[src/rtl/mux_nto1_wh.sv]
`default_nettype none
// ============================================================================
//  Module   : mux_nto1_wh
//  Purpose  : N-to-1 wormhole output multiplexer for one NoC router output
//             port. HEAD flits are arbitrated round-robin. The grant is held
//             until the TAIL flit has been forwarded. Flits leave through a
//             registered output stage with valid/ready backpressure.
//  Params   : NPORT (2..16) input ports, DATAW flit width (type field in
//             [DATAW-1:DATAW-2]), VCHW virtual-channel id width.
//  Ports    : clk, rst_ (async, active-high)
//             idata/ivalid/ivch  - per-port input flits, port i at slice i
//             iready             - per-port flit accepted this cycle
//             odata/ovalid/ovch  - registered output flit, oready from sink
//             grant              - one-hot current owner, zero when idle
//             busy               - high while a packet holds the output
//             fcnt               - saturating count of accepted flits
//                                  (present only with MUX_FLIT_CNT_EN)
//  Options  : `define MUX_FLIT_CNT_EN to add the fcnt energy counter.
//  Revision : 1.0 - initial release
// ============================================================================
module mux_nto1_wh #(
    parameter int NPORT = 5,
    parameter int DATAW = 66,
    parameter int VCHW  = 2
) (
    input  logic                   clk,
    input  logic                   rst_,
    input  logic [NPORT*DATAW-1:0] idata,
    input  logic [NPORT-1:0]       ivalid,
    input  logic [NPORT*VCHW-1:0]  ivch,
    output logic [NPORT-1:0]       iready,
    output logic [DATAW-1:0]       odata,
    output logic                   ovalid,
    output logic [VCHW-1:0]        ovch,
    input  logic                   oready,
    output logic [NPORT-1:0]       grant,
    output logic                   busy
`ifdef MUX_FLIT_CNT_EN
    ,
    output logic [31:0]            fcnt
`endif
);

    localparam int         PW      = (NPORT > 1) ? $clog2(NPORT) : 1;
    localparam logic [1:0] FT_HEAD = 2'b01;
    localparam logic [1:0] FT_TAIL = 2'b11;

    localparam logic [0:0] S_IDLE   = 1'b0;
    localparam logic [0:0] S_LOCKED = 1'b1;

    logic [0:0]       state;
    logic [PW-1:0]    rr_ptr;
    logic [PW-1:0]    gidx;
    logic [NPORT-1:0] req;
    logic             win_found;
    logic [PW-1:0]    win_idx;
    logic [DATAW-1:0] gdata;
    logic [VCHW-1:0]  gvch;
    logic             gvalid;
    logic             xfer;

    // Only a valid HEAD flit may open a new packet.
    genvar i;
    generate
        for (i = 0; i < NPORT; i++) begin : g_req
            assign req[i] = ivalid[i] & (idata[i*DATAW + DATAW-1 -: 2] == FT_HEAD);
        end
    endgenerate

    // Round-robin scan starting just above the last owner, so the port that
    // finished most recently is examined last.
    always_comb begin
        win_found = 1'b0;
        win_idx   = '0;
        for (int k = 1; k <= NPORT; k++) begin
            if (!win_found && req[(int'(rr_ptr) + k) % NPORT]) begin
                win_found = 1'b1;
                win_idx   = PW'((int'(rr_ptr) + k) % NPORT);
            end
        end
    end

    // grant is one-hot (or zero), so an AND-OR mux selects the owner.
    always_comb begin
        gdata  = '0;
        gvch   = '0;
        gvalid = 1'b0;
        for (int p = 0; p < NPORT; p++) begin
            if (grant[p]) begin
                gdata  = gdata | idata[p*DATAW +: DATAW];
                gvch   = gvch  | ivch[p*VCHW +: VCHW];
                gvalid = gvalid | ivalid[p];
            end
        end
    end

    // Accept a flit only when the output register is empty or draining.
    assign xfer   = (state == S_LOCKED) & gvalid & (~ovalid | oready);
    assign iready = grant & {NPORT{xfer}};

    always_ff @(posedge clk or posedge rst_) begin
        if (rst_) begin
            state  <= S_IDLE;
            rr_ptr <= PW'(NPORT - 1);
            gidx   <= '0;
            grant  <= '0;
            busy   <= 1'b0;
            odata  <= '0;
            ovch   <= '0;
            ovalid <= 1'b0;
        end else begin
            if (xfer) begin
                odata  <= gdata;
                ovch   <= gvch;
                ovalid <= 1'b1;
            end else if (oready) begin
                ovalid <= 1'b0;
            end

            case (state)
                S_IDLE: begin
                    if (win_found) begin
                        state <= S_LOCKED;
                        gidx  <= win_idx;
                        grant <= {{(NPORT-1){1'b0}}, 1'b1} << win_idx;
                        busy  <= 1'b1;
                    end
                end
                default: begin
                    if (xfer && (gdata[DATAW-1 -: 2] == FT_TAIL)) begin
                        state  <= S_IDLE;
                        grant  <= '0;
                        busy   <= 1'b0;
                        rr_ptr <= gidx;
                    end
                end
            endcase
        end
    end

`ifdef MUX_FLIT_CNT_EN
    always_ff @(posedge clk or posedge rst_) begin
        if (rst_) begin
            fcnt <= '0;
        end else if (xfer && (fcnt != 32'hFFFF_FFFF)) begin
            fcnt <= fcnt + 32'd1;
        end
    end
`endif

endmodule
`default_nettype wire

[config.mk]
export PLATFORM = sky130hd
export DESIGN_NAME = mux_nto1_wh
export DESIGN_NICKNAME = d
export VERILOG_FILES = /design/src/rtl/mux_nto1_wh.sv
export SDC_FILE = /design/constraint.sdc
export NUM_CORES = 1
export LEC_CHECK = 0
export CORE_AREA = 8 8 158 160
export DETAILED_ROUTE_END_ITERATION = 8
export DIE_AREA = 0 0 166 168
export GPL_ROUTABILITY_DRIVEN = 0
export GPL_TIMING_DRIVEN = 0
export PLACE_DENSITY = 0.67
export SLEW_MARGIN = 20
export SYNTH_ARGS = -nofsm -noshare
export SYNTH_HDL_FRONTEND = slang
export SYNTH_SLANG_ARGS = --single-unit
export TNS_END_PERCENT = 50
[constraint.sdc]
create_clock -name clk -period 6.6 [get_ports clk]
set_input_delay 1.32 -clock clk [delete_from_list [all_inputs] [get_ports clk]]
set_output_delay 1.32 -clock clk [all_outputs]
set_load 0.03 [all_outputs]
==> results.ini <==
[critical_path]
crit_end=iready[2]
slowest_delay_ns=0.78
path_cells=clkdlybuf4s50_1 > a222oi_1 > nand2_1 > nand2_1 > a21oi_1 > clkbuf_1 > clkbuf_1 > and2_1 > clkdlybuf4s50_1
crit_fanout=10
critical_path_class=in -> out
cp-startpoint=ivalid[1]
worst-path-buf-inv=4
cp_top_family=buffers and inverters
reg2reg_depth=17
regToRegSetupSlack_ns=0.70
r2r_start=rr_ptr[1]
endpoint_kind=output pin
r2r-end=grant[3]
cp_data_arrival_time_ns=4.92
crit_slowest_cell=a21oi_1
crit_required_ns=5.28
start_kind=primary input
crit_cells=9

[clock_tree]
ctsResizeCount=0
cts_tree=yes
cts_setup_buffers=0
cts_root_buf=clkbuf_16
cts_hold_buf=0
insertion_delay_ns=0.35
clk_pin_slew_worst_paths_ns=0.06
h-tree-depth=3
cts.sinks=82
cts_buffers=9
clock_path_buffers=2

[floorplan]
die_h_um=168
core_um2=22400
placementRows=55
initial_utilization=0.290
dieArea_um2=27900
die_width_um=166
ios=428

[timing]
grt_setup_unrepaired=false
tightest_slew_ns=0.986
final-hold-violation-count=0
skew_ns=0.0152
slew_viol_final=0
fin_hold_ws_ns=0.480
relSlewSlack=0.343
final.min_clock_period_ns=6.24
timing.setup.tns_ns=0
setup_violations=0
finalCritPeriodShare=0.945
fmax_ghz=0.160

[routing]
drtIter0Drc=978
via_per_inst=5.79
wl_per_cell_um=27.0
drt_pass1_iterations=9
postRouteAntennaNets=0
finalWirelength_um=39300
via_count=8420
drc=0

[power_and_ir_drop]
p_sw_uw=2950
p_clk_frac=0.095
power.internal_uw=2660
p_per_area_nw_per_um2=490
power.total_uw=5610
p_seq_frac=0.168
power_frac_comb=0.737
ir_worst_vdd_uv=146
switching_share=0.525
p_leak_uw=0.00417

[synthesis]
synth_area_um2=6480
synth.most_common_cell=nor2_1
synthArstFlopShare=1.00
synth_top_area_frac=0.313
synth.avg_cell_area_um2=8.93
synth_common_cells=91 x nor2_1, 81 x dfrtp_1, 72 x a31oi_1
ys.flop_type=dfrtp_1
yosys-top-cells-area=dfrtp_1 31%, a222oi_1 11%, a22oi_1 8.1%
synth-edff-count=0
ys_seq_elements=82
synthCells=725
yosysTopAreaCell=dfrtp_1
yosysSeqAreaShare=0.317
ys.warnings.count=0
synth_nets=1094
yosysUniqueCellTypes=83

[finish]
area_growth_pct=76.7
fillCellCount=2154
finalNetCount=1533
layout-drive-gt1-share=0.0513

[worst_hold_path]
hp-class=reg -> reg
hold_start=busy

[placed_design]
port-buffer-count=427
dp_hpwl_um=32900

[global_routing]
first_global_vias=8604
grt_pass1_wl_um=56400
grt_max_degree=49
track_usage=0.267
antenna_found_initial=2
grt_overflow=0

[job]
max-cap-violations=0

[status]
status=complete, no violations

[placed cells by master, fill, tap and decap left out, types with 3 or more instances in the layout]
cell type / n
clkdlybuf4s50_1: 427
nor2_1: 91
dfrtp_1: 81
a31oi_1: 72
a22oi_1: 70
a222oi_1: 69
clkbuf_1: 63
nand2_1: 28
ha_1: 21
o21ai_0: 14
inv_1: 13
a21oi_1: 13
nand3b_1: 10
mux2i_1: 9
clkbuf_16: 9
nand3_1: 8
o211ai_1: 8
nor3_1: 7
nand2b_1: 7
and2_1: 7
xnor2_1: 6
and3b_1: 6
mux2_2: 6
a21oi_2: 6
a21o_1: 5
a2111oi_0: 4
mux4_2: 4
o31ai_1: 4
or3_1: 4
buf_2: 3
inv_2: 3
mux2_1: 3
nand4b_1: 3
and3_1: 3
a211oi_1: 3
a221oi_1: 3
o211a_1: 3
nor3b_1: 3
[logic make-up (layout without fill, tap and decap cells)]
logic type	count (synthesis)	after routing	synth area share
other cells	0	1	0
xor+xnor	8	8	0.0120
buf+inv	87	531	0.0533
mux	23	23	0.0458
flops	82	82	0.317
simple gates	196	196	0.155
fa+ha+maj	21	21	0.0406
compound gates	308	308	0.377
[how the worst min path moves through the flow]
stage / endpoint / slack (ns) / depth (start not counted)
finish: busy / 0.48 / 2
global placement: busy / 0.46 / 2
floorplan: gidx[0] / 0.45 / 1
detailed placement: busy / 0.47 / 2
CTS: busy / 0.49 / 2
global route: gidx[2] / 0.52 / 1
[layer usage]
metal / share of wire / track usage / vias to the layer above
met3: 0.088 / 0.0790 / 31
met2: 0.48 / 0.448 / 452
met1: 0.41 / 0.335 / 4097
li1: - / - / 3840
met4: 0.016 / 0.0565 / 0
met5: 0 / 0 / -
[state kept, by name, indices dropped and copies added (netlist names)]
register	flops
odata	66
grant	5
gidx	3
rr_ptr	3
ovch	2
busy	1
ovalid	1
state	1
[metrics by stage]
step / setup WS, ns / util / instances / cell area (um^2)
floorplan: 2.05 / - / 725 / 6480
global placement: 0.264 / 0.497 / 1437 / 11100
detailed placement: 0.273 / 0.498 / 1438 / 11100
CTS: 0.260 / 0.512 / 1454 / 11400
global route: 0.0467 / 0.512 / 1455 / 11400
finish: 0.361 / 0.512 / 1455 / 11400
[tightest hold or removal path: cells and delay by family, from the launching register on]
| family | cells | cell delay, ns |
|---|---|---|
| simple gates | 2 | 0.10 |
| flops | 1 | 0.34 |
[power by group through the flow]
| stage | Combinational, uW | Clock (uW) | Sequential, uW |
|---|---|---|---|
| after floorplan | 2070 | 0 | 1390 |
| after global placement | 4060 | 0 | 940 |
| after detailed placement | 4100 | 0 | 952 |
| after CTS | 4110 | 543 | 943 |
| after global routing | 4440 | 562 | 976 |
| final | 4130 | 530 | 943 |
[area by class of cell]
| type | instances | area, um^2 | area share |
|---|---|---|---|
| Timing Repair Buffer | 428 | 4300 | 0.376 |
| Multi-Input combinational cell | 556 | 4080 | 0.356 |
| Sequential cell | 82 | 2050 | 0.179 |
| Tap cell | 285 | 357 | 0.0312 |
| Buffer | 70 | 282 | 0.0246 |
| Clock buffer | 9 | 225 | 0.0197 |
| Clock inverter | 7 | 77.6 | 0.00678 |
| Inverter | 17 | 66.3 | 0.00579 |
| Antenna cell | 1 | 2.50 | 0.000219 |
Power figures use the tool's default switching activity.
